===== config.mk =====
export PLATFORM = sky130hd
export DESIGN_NAME = dmem_arbiter
export DESIGN_NICKNAME = d
export VERILOG_FILES = /design/src/rtl/dmem_arbiter_pkg.sv /design/src/rtl/dmem_arbiter.sv
export SDC_FILE = /design/constraint.sdc
export NUM_CORES = 1
export LEC_CHECK = 0
export ABC_CLOCK_PERIOD_IN_PS = 7400
export CAP_MARGIN = 20
export CORE_MARGIN = 3
export CORE_UTILIZATION = 41
export DETAILED_ROUTE_END_ITERATION = 10
export PLACE_DENSITY = 0.87
export SLEW_MARGIN = 15
export SYNTH_ARGS = -nofsm -noshare
export SYNTH_HDL_FRONTEND = slang
export SYNTH_SLANG_ARGS = --single-unit

===== constraint.sdc =====
create_clock -name clk -period 7.4 [get_ports clk]
set_input_delay 1.48 -clock clk [delete_from_list [all_inputs] [get_ports clk]]
set_output_delay 1.48 -clock clk [all_outputs]
set_load 0.005 [all_outputs]

===== src/rtl/dmem_arbiter_pkg.sv =====
`default_nettype none
// ============================================================================
//  Module      : dmem_arbiter_pkg
//  Description : Shared state encoding and sizing helper for the DataMemory
//                port arbiter.
//  Revision    : 1.0 - initial release
// ============================================================================
package dmem_arbiter_pkg;

  // Arbiter states: B idle, B request captured and waiting, B ack pulse
  typedef enum logic [1:0] {
    ST_IDLE = 2'd0,
    ST_PEND = 2'd1,
    ST_ACK  = 2'd2
  } arb_state_e;

  // Width of the B wait counter; at least one bit even when MAX_WAIT is 0
  function automatic int cnt_width(input int max_wait);
    return (max_wait < 1) ? 1 : $clog2(max_wait + 1);
  endfunction

endpackage
`default_nettype wire


===== src/rtl/dmem_arbiter.sv =====
`default_nettype none
// ============================================================================
//  Module      : dmem_arbiter
//  Description : Shares the single DataMemory port between the MEM-stage
//                pipeline (port A, priority) and a req/ack debug/loader
//                requester (port B). B is served when A is idle, or forces a
//                one-cycle pipeline stall after MAX_WAIT denied cycles.
//  Revision    : 1.0 - initial release
// ============================================================================
module dmem_arbiter
  import dmem_arbiter_pkg::*;
#(
  parameter int ADDR_W   = 32,
  parameter int DATA_W   = 32,
  parameter int MAX_WAIT = 8
) (
  input  logic              clk,
  input  logic              reset,
  // Port A: pipeline MEM stage
  input  logic [ADDR_W-1:0] memaddr_a,
  input  logic [DATA_W-1:0] wdata_a,
  input  logic              memread_a,
  input  logic              memwrite_a,
  output logic [DATA_W-1:0] rdata_a,
  output logic              stall_a,
  // Port B: debug/loader requester
  input  logic              req_b,
  input  logic              we_b,
  input  logic [ADDR_W-1:0] addr_b,
  input  logic [DATA_W-1:0] wdata_b,
  output logic              ack_b,
  output logic [DATA_W-1:0] rdata_b,
  // DataMemory side
  output logic [ADDR_W-1:0] mem_addr,
  output logic [DATA_W-1:0] mem_wdata,
  output logic              mem_read,
  output logic              mem_write,
  input  logic [DATA_W-1:0] mem_rdata
);

  localparam int              CNT_W      = cnt_width(MAX_WAIT);
  localparam logic [CNT_W-1:0] C_MAX_WAIT = CNT_W'(MAX_WAIT);

  arb_state_e        state_q, state_d;
  logic [CNT_W-1:0]  wait_cnt_q, wait_cnt_d;
  logic              we_q, we_d;
  logic [ADDR_W-1:0] addr_q, addr_d;
  logic [DATA_W-1:0] wdata_q, wdata_d;
  logic [DATA_W-1:0] rdata_b_q, rdata_b_d;

  logic w_a_active;
  logic w_grant_b;

  // B owns the port when pending and either A is idle or B has waited long enough
  always_comb begin
    w_a_active = memread_a | memwrite_a;
    w_grant_b  = (state_q == ST_PEND) &&
                 (!w_a_active || (wait_cnt_q == C_MAX_WAIT));
  end

  // Next-state logic: capture B request, count denied cycles, latch read data
  always_comb begin
    state_d    = state_q;
    wait_cnt_d = wait_cnt_q;
    we_d       = we_q;
    addr_d     = addr_q;
    wdata_d    = wdata_q;
    rdata_b_d  = rdata_b_q;
    case (state_q)
      ST_IDLE: begin
        if (req_b) begin
          we_d       = we_b;
          addr_d     = addr_b;
          wdata_d    = wdata_b;
          wait_cnt_d = '0;
          state_d    = ST_PEND;
        end
      end
      ST_PEND: begin
        if (w_grant_b) begin
          if (!we_q) begin
            rdata_b_d = mem_rdata;
          end
          state_d = ST_ACK;
        end else begin
          // Grant is forced at C_MAX_WAIT, so the count never passes it
          wait_cnt_d = wait_cnt_q + CNT_W'(1);
        end
      end
      // Request level seen here belongs to the completed access; ignore it
      ST_ACK:  state_d = ST_IDLE;
      default: state_d = ST_IDLE;
    endcase
  end

  // State registers; reset drops any pending B request without touching memory
  always_ff @(posedge clk or posedge reset) begin
    if (reset) begin
      state_q    <= ST_IDLE;
      wait_cnt_q <= '0;
      we_q       <= 1'b0;
      addr_q     <= '0;
      wdata_q    <= '0;
      rdata_b_q  <= '0;
    end else begin
      state_q    <= state_d;
      wait_cnt_q <= wait_cnt_d;
      we_q       <= we_d;
      addr_q     <= addr_d;
      wdata_q    <= wdata_d;
      rdata_b_q  <= rdata_b_d;
    end
  end

  // Port mux: granted B drives memory, otherwise A passes straight through
  always_comb begin
    mem_addr  = w_grant_b ? addr_q  : memaddr_a;
    mem_wdata = w_grant_b ? wdata_q : wdata_a;
    mem_read  = w_grant_b ? !we_q   : memread_a;
    mem_write = w_grant_b ? we_q    : memwrite_a;
    stall_a   = w_grant_b & w_a_active;
    rdata_a   = mem_rdata;
    ack_b     = (state_q == ST_ACK);
    rdata_b   = rdata_b_q;
  end

endmodule
`default_nettype wire


**Yosys cells after proc, flatten, opt, wreduce, memory -nomap -nowiden**

Cells that the tools add are included.

- Add/sub/neg operators: 1
- Equality and inequality tests: 6
- Muxes and demuxes: 10
- Bitwise gates (word level): 3
- Reductions and logical operators: 10

Operators by type and width:

| operator | count |
|---|---|
| two-way mux 32 bit | 2 |
| two-way mux 4 bit | 2 |
| one-hot mux 4 bit (2 select lines) | 1 |
| inequality test 2 bit, second input constant | 3 |
| AND reduction 3 bit | 2 |
| adder 4 x 1 -> 4 bit, second input constant | 1 |
| equality test 4 bit, second input constant | 1 |
| two-way mux 2 bit | 2 |
| one-hot mux 2 bit (2 select lines) | 1 |
| AND reduction 2 bit | 2 |
| equality test 2 x 1 -> 1 bit, second input constant | 1 |
| equality test 2 bit, second input constant | 1 |
| logical NOT 1 bit | 2 |
| logical NOT 2 bit | 1 |
| two-way mux 1 bit | 2 |
| nonzero test 2 bit | 1 |
| bitwise AND 1 bit | 1 |
| logical AND 1 bit | 1 |
| logical OR 1 bit | 1 |
| NOT 1 bit | 1 |
| bitwise OR 1 bit | 1 |

- Register bits after elaboration: 103
- Input port bits: 166
- Output and inout bits: 132
- Logic and storage cells: 36

**Depth between registers and ports, before layout**

- Word-level depth: 6
- Depth in mapped cells: 7
- Mapped depth without buffers: 6

**Worst setup path before layout**

No wires, ideal clock.

- Kind: in2out
- Start: input memread_a
- End: output mem_read
- Arrival time: 2.391 ns
- Data required time: 5.920 ns
- Setup slack: 3.529 ns
- Stages: 4
- Path through: or2_1 > a211oi_4 > buf_6 > a21o_1

- Cells in the longest elaborated chain, start to end: 5

RTL lines:

| element | line | source |
|---|---|---|
| start: declaration | dmem_arbiter.sv:22 | `input logic memread_a,` |
| bitwise OR 1 bit | dmem_arbiter.sv:56 | `w_a_active = memread_a \| memwrite_a;` |
| logical NOT 1 bit | dmem_arbiter.sv:58 | `(!w_a_active \|\| (wait_cnt_q == C_MAX_WAIT));` |
| logical OR 1 bit | dmem_arbiter.sv:58 |  |
| logical AND 1 bit | dmem_arbiter.sv:57 | `w_grant_b = (state_q == ST_PEND) &&` |
| two-way mux 1 bit * | dmem_arbiter.sv:119 | `mem_read = w_grant_b ? !we_q : memread_a;` |
| end: declaration | dmem_arbiter.sv:36 | `output logic mem_read,` |

Mark *: on every way between the ends. The rest lies on a longest branch, timed or not.

**Worst setup path after layout**

- Start: input memread_a
- End: output mem_addr[24]

- Cells in the longest elaborated chain, start to end: 5

RTL lines:

| element | line | source |
|---|---|---|
| bitwise OR 1 bit | dmem_arbiter.sv:56 |  |
| logical NOT 1 bit | dmem_arbiter.sv:58 |  |
| logical OR 1 bit | dmem_arbiter.sv:58 |  |
| logical AND 1 bit | dmem_arbiter.sv:57 |  |
| two-way mux 32 bit | dmem_arbiter.sv:117 | `mem_addr = w_grant_b ? addr_q : memaddr_a;` |
| end: declaration | dmem_arbiter.sv:34 | `output logic [ADDR_W-1:0] mem_addr,` |

Every way passes these cells.

==> flow_summary.html <==
<table>
<tr><th>Metric</th><th>Value</th></tr>
<tr><th colspan="2">Run status</th></tr>
<tr><td>Status</td><td>complete, no violations</td></tr>
<tr><th colspan="2">STA</th></tr>
<tr><td>Slew HR</td><td>33.7%</td></tr>
<tr><td>Fmax</td><td>179 MHz</td></tr>
<tr><td>Tcrit/Tclk final</td><td>75.4%</td></tr>
<tr><td>Hold Fails Final Rpt</td><td>0</td></tr>
<tr><td>Total count of max-transition violations in the final report</td><td>0</td></tr>
<tr><td>Minimum period implied by the final worst setup slack</td><td>5.58 ns</td></tr>
<tr><td>Unrepaired setup endpoints after global routing</td><td>no</td></tr>
<tr><td>Least-Margin Pin Slew</td><td>0.991 ns</td></tr>
<tr><td>Clock skew</td><td>0.00514 ns</td></tr>
<tr><td>Final sum of negative setup slack</td><td>0 ns</td></tr>
<tr><td>Count of final setup violators</td><td>0</td></tr>
<tr><th colspan="2">Place</th></tr>
<tr><td>Dpl hpwl</td><td>11.0 mm</td></tr>
<tr><td>PortBufs</td><td>297</td></tr>
<tr><td>Placer Congestion</td><td>0.760</td></tr>
<tr><th colspan="2">Final layout</th></tr>
<tr><td>Nets</td><td>778</td></tr>
<tr><td>Share of the core filled with cells</td><td>70.0%</td></tr>
<tr><td>Antenna cells</td><td>0</td></tr>
<tr><td>Synthesis-to-finish area growth</td><td>62.7%</td></tr>
<tr><td>Share of cells above drive strength 1</td><td>29.6%</td></tr>
<tr><td>Fill cell count</td><td>817</td></tr>
<tr><th colspan="2">Critical path</th></tr>
<tr><td>Most common cell on crit path</td><td>sky130_fd_sc_hd__clkdlybuf4s50_1</td></tr>
<tr><td>CP Data Required Time</td><td>5.92 ns</td></tr>
<tr><td>Crit path arrival time</td><td>4.10 ns</td></tr>
<tr><td>Element type at the critical path end</td><td>output port</td></tr>
<tr><td>Crit path launch type</td><td>input pin</td></tr>
<tr><td>Crit path max-delay family</td><td>buffers and inverters</td></tr>
<tr><td>Crit path buf inv count</td><td>3</td></tr>
<tr><td>Series of cell instances along the critical path</td><td>clkdlybuf4s50_1 -&gt; nor2_1 -&gt; o21ai_4 -&gt; buf_12 -&gt; mux2_2 -&gt; clkdlybuf4s50_1</td></tr>
<tr><td>Type of the setup path with the least slack</td><td>input pin to output port</td></tr>
<tr><td>Max incr delay on CP</td><td>0.80 ns</td></tr>
<tr><td>Slowest cell on the critical path</td><td>sky130_fd_sc_hd__o21ai_4</td></tr>
<tr><td>Critical-path maximum fanout</td><td>39</td></tr>
<tr><th colspan="2">Drt</th></tr>
<tr><td>Residual antenna-violating net count after detailed routing</td><td>0</td></tr>
<tr><td>Total Wirelength</td><td>14.0 mm</td></tr>
<tr><td>Number of DRC markers in iteration 0</td><td>137</td></tr>
<tr><td>Per-cell routed wire length</td><td>18.5 um</td></tr>
<tr><td>Count of vias placed by the detailed router</td><td>3,692</td></tr>
<tr><td>Residual DRC count</td><td>0</td></tr>
<tr><td>TritonRoute pass-1 iters</td><td>4</td></tr>
<tr><td>Avg Vias per Cell</td><td>4.87</td></tr>
<tr><th colspan="2">Pwr</th></tr>
<tr><td>Pleak</td><td>3.32 nW</td></tr>
<tr><td>Cell Int Power</td><td>1.83 mW</td></tr>
<tr><td>Sw Share</td><td>28.1%</td></tr>
<tr><td>Fraction of power consumed by combinational cells</td><td>42.4%</td></tr>
<tr><td>Sequential Power Share</td><td>39.9%</td></tr>
<tr><td>Net switching power figure</td><td>0.717 mW</td></tr>
<tr><td>Clock share of power</td><td>17.7%</td></tr>
<tr><td>Power density of the placed cells</td><td>313 mW/mm^2</td></tr>
<tr><td>Largest voltage drop on the vdd net</td><td>158 uV</td></tr>
<tr><th colspan="2">Clock tree</th></tr>
<tr><td>Clock-pin slew on the worst setup and hold paths</td><td>0.07 ns</td></tr>
<tr><td>Clock tree from TritonCTS</td><td>yes</td></tr>
<tr><td>Worst-case clock buffer depth</td><td>2</td></tr>
<tr><td>Number of setup buffers added after CTS</td><td>0</td></tr>
<tr><td>Cts bufs inserted</td><td>9</td></tr>
<tr><td>Clock tree root buffer cell</td><td>sky130_fd_sc_hd__clkbuf_16</td></tr>
<tr><td>Clk_lat worst skew</td><td>0.34 ns</td></tr>
<tr><td>Number of clock sinks seen by CTS</td><td>103</td></tr>
<tr><td>Number of gates resized after cts</td><td>0</td></tr>
<tr><td>H-tree levels</td><td>3</td></tr>
<tr><td>Hold-fix buffer count after cts</td><td>0</td></tr>
<tr><th colspan="2">Die</th></tr>
<tr><td>Floorplan row count</td><td>39</td></tr>
<tr><td>Full die area</td><td>0.0136 mm^2</td></tr>
<tr><td>Core ar.</td><td>0.0117 mm^2</td></tr>
<tr><td>Die outline width</td><td>117 um</td></tr>
<tr><td>Initial core utilization</td><td>43.0%</td></tr>
<tr><td>Die Ht</td><td>117 um</td></tr>
<tr><td># IOs</td><td>298</td></tr>
<tr><th colspan="2">Synthesis</th></tr>
<tr><td>Sequential cell area fraction in the yosys report</td><td>51.4%</td></tr>
<tr><td>Cell count after synthesis</td><td>346</td></tr>
<tr><td>Post-synth design cell area</td><td>0.00501 mm^2</td></tr>
<tr><td>Mapped Nets</td><td>514</td></tr>
<tr><td>Synth warn</td><td>0</td></tr>
<tr><td>Flip-flop and latch count after synthesis</td><td>103</td></tr>
<tr><td>Number of distinct library cells after synthesis</td><td>25</td></tr>
<tr><td>Avg Inst Size Synth</td><td>14.5 um^2</td></tr>
<tr><th colspan="2">Global route</th></tr>
<tr><td>Wire length of the first global-routing pass</td><td>21.2 mm</td></tr>
<tr><td>Remaining Overflow, GRT</td><td>0</td></tr>
<tr><td>Antenna violations before repair</td><td>0</td></tr>
<tr><td>Global Route Usage Sum</td><td>20.2%</td></tr>
<tr><td>Number of global-route vias before repair</td><td>4,054</td></tr>
<tr><td>Maximum number of pins on one net before global-route repair</td><td>70</td></tr>
<tr><th colspan="2">Min path</th></tr>
<tr><td>Hold Path Class</td><td>register to register</td></tr>
<tr><th colspan="2">Run</th></tr>
<tr><td>Max Cap Violations</td><td>0</td></tr>
</table>
==> area by class of cell <==
class / instances / area (um^2) / area share [%]
multi-input combinational: 189 / 2070 / 25.4
clock buffer: 12 / 256 / 3.14
timing repair buffer: 302 / 3020 / 37.0
inverter: 5 / 21.3 / 0.261
tap: 143 / 179 / 2.19
sequential: 103 / 2580 / 31.6
clock inverter: 4 / 30.0 / 0.368
==> cells by family (layout without fill, tap and decap cells) <==
logic type,Yosys count,after routing,share of synthesized area [%]
adder cells (fa/ha/maj),2,2,0.499
AND/OR/NAND/NOR,15,15,2.12
flip-flops,103,103,51.4
AO/OA/AOI/OAI,7,7,1.42
multiplexers,165,165,37.0
buffers and inverters,54,323,7.54
==> worst register-to-register path, cell delays in order, from the launching register on <==
cell and delay [ns]:
sky130_fd_sc_hd__dfrtp_1 0.43, sky130_fd_sc_hd__inv_1 0.08, sky130_fd_sc_hd__ha_1 0.22, sky130_fd_sc_hd__nand3b_4 0.11, sky130_fd_sc_hd__a211oi_4 0.26, sky130_fd_sc_hd__buf_4 0.41
sky130_fd_sc_hd__mux2_2 0.40
==> power by group through the flow <==
| stage | clock (mW) | sequential [mW] | combinational (mW) |
|---|---|---|---|
| 2_1_floorplan | 0 | 0.979 | 0.565 |
| 3_3_place_gp | 0 | 1.01 | 1.06 |
| 3_5_place_dp | 0 | 1.03 | 1.09 |
| 4_1_cts | 0.463 | 1.02 | 1.10 |
| 5_1_grt | 0.487 | 1.06 | 1.16 |
| 6_report | 0.453 | 1.02 | 1.08 |
==> worst paths after layout <==
kind | slack (ns) | cells after the start | endpoint | from
min | 0.49 | 1 | rdata_b[16] | rdata_b[16]
max in group asynchronous | 4.66 | 3 | wdata_q[20] | reset
max | 1.82 | 6 | mem_addr[24] | memread_a
min reg2reg | 0.49 | 1 | rdata_b[16] | rdata_b[16]
min in group asynchronous | 1.51 | 2 | addr_q[9] | reset
max reg2reg | 5.39 | 6 | rdata_b[27] | wait_cnt_q[0]
==> synth_stat cells <==
cell / count / area [um^2]
sky130_fd_sc_hd__mux2_2: 156 / 1760
sky130_fd_sc_hd__dfrtp_1: 103 / 2580
sky130_fd_sc_hd__buf_4: 33 / 248
sky130_fd_sc_hd__buf_2: 11 / 55.1
sky130_fd_sc_hd__mux2_1: 7 / 78.8
sky130_fd_sc_hd__buf_6: 5 / 56.3
sky130_fd_sc_hd__inv_1: 5 / 18.8
sky130_fd_sc_hd__nor2_1: 4 / 15.0
sky130_fd_sc_hd__ha_1: 2 / 25.0
sky130_fd_sc_hd__mux2i_1: 2 / 20.0
sky130_fd_sc_hd__nand3_1: 2 / 10.0
sky130_fd_sc_hd__nor2b_1: 2 / 12.5
sky130_fd_sc_hd__nor3b_1: 2 / 15.0
sky130_fd_sc_hd__a211oi_4: 1 / 20.0
sky130_fd_sc_hd__a21o_1: 1 / 7.51
sky130_fd_sc_hd__a221o_1: 1 / 10.0
sky130_fd_sc_hd__a31oi_1: 1 / 6.26
sky130_fd_sc_hd__and3b_1: 1 / 8.76
sky130_fd_sc_hd__nand2b_1: 1 / 6.26
sky130_fd_sc_hd__nand3b_4: 1 / 20.0
sky130_fd_sc_hd__nor3b_2: 1 / 12.5
sky130_fd_sc_hd__o21ai_2: 1 / 8.76
sky130_fd_sc_hd__o21ba_2: 1 / 10.0
sky130_fd_sc_hd__o2bb2ai_1: 1 / 8.76
sky130_fd_sc_hd__or2_1: 1 / 6.26
==> stage by stage <==
step | setup WS (ns) | cells | cell area, um^2 | power [mW] | hold slack [ns]
after CTS | 1.78 | 758 | 8160 | 2.58 | 0.494
after floorplan | 3.22 | 346 | 5010 | 1.54 | 0.477
after detailed placement | 1.78 | 742 | 7870 | 2.12 | 0.478
final | 1.82 | 758 | 8160 | 2.55 | 0.492
after global routing | 1.63 | 758 | 8160 | 2.71 | 0.522
after global placement | 1.83 | 742 | 7870 | 2.07 | 0.470
==> state kept, by name, indices dropped and copies added, names as in the netlist <==
register / count
wait_cnt_q: 4
we_q: 1
rdata_b: 32
wdata_q: 32
addr_q: 32
state_q: 2
==> metal layers <==
| metal | vias up | global-route usage (%) | wire [um] |
|---|---|---|---|
| li1 | 1713 | - | - |
| met2 | 175 | 37.9 | 7620 |
| met1 | 1789 | 23.2 | 5270 |
| met3 | 15 | 4.09 | 956 |
| met4 | 0 | 6.12 | 196 |
| met5 | - | 0 | 0 |
==> placed cells by master, fill, tap and decap left out, drive strengths merged <==
| cell type | n |
|---|---|
| clkinvlp | 1 |
| or2 | 1 |
| o21ba | 1 |
| dfrtp | 103 |
| nor2b | 2 |
| a221o | 1 |
| nand3 | 2 |
| mux2i | 2 |
| buf | 5 |
| nor2 | 4 |
| o2bb2ai | 1 |
| o21ai | 1 |
| a21o | 1 |
| ha | 2 |
| a211oi | 1 |
| inv | 5 |
| a31oi | 1 |
| and3b | 1 |
| clkinv | 3 |
| mux2 | 163 |
| clkdlybuf4s50 | 297 |
| clkbuf | 12 |
| nand3b | 1 |
| nor3b | 3 |
| nand2b | 1 |
Note: power is estimated with default switching activity, not from simulation.
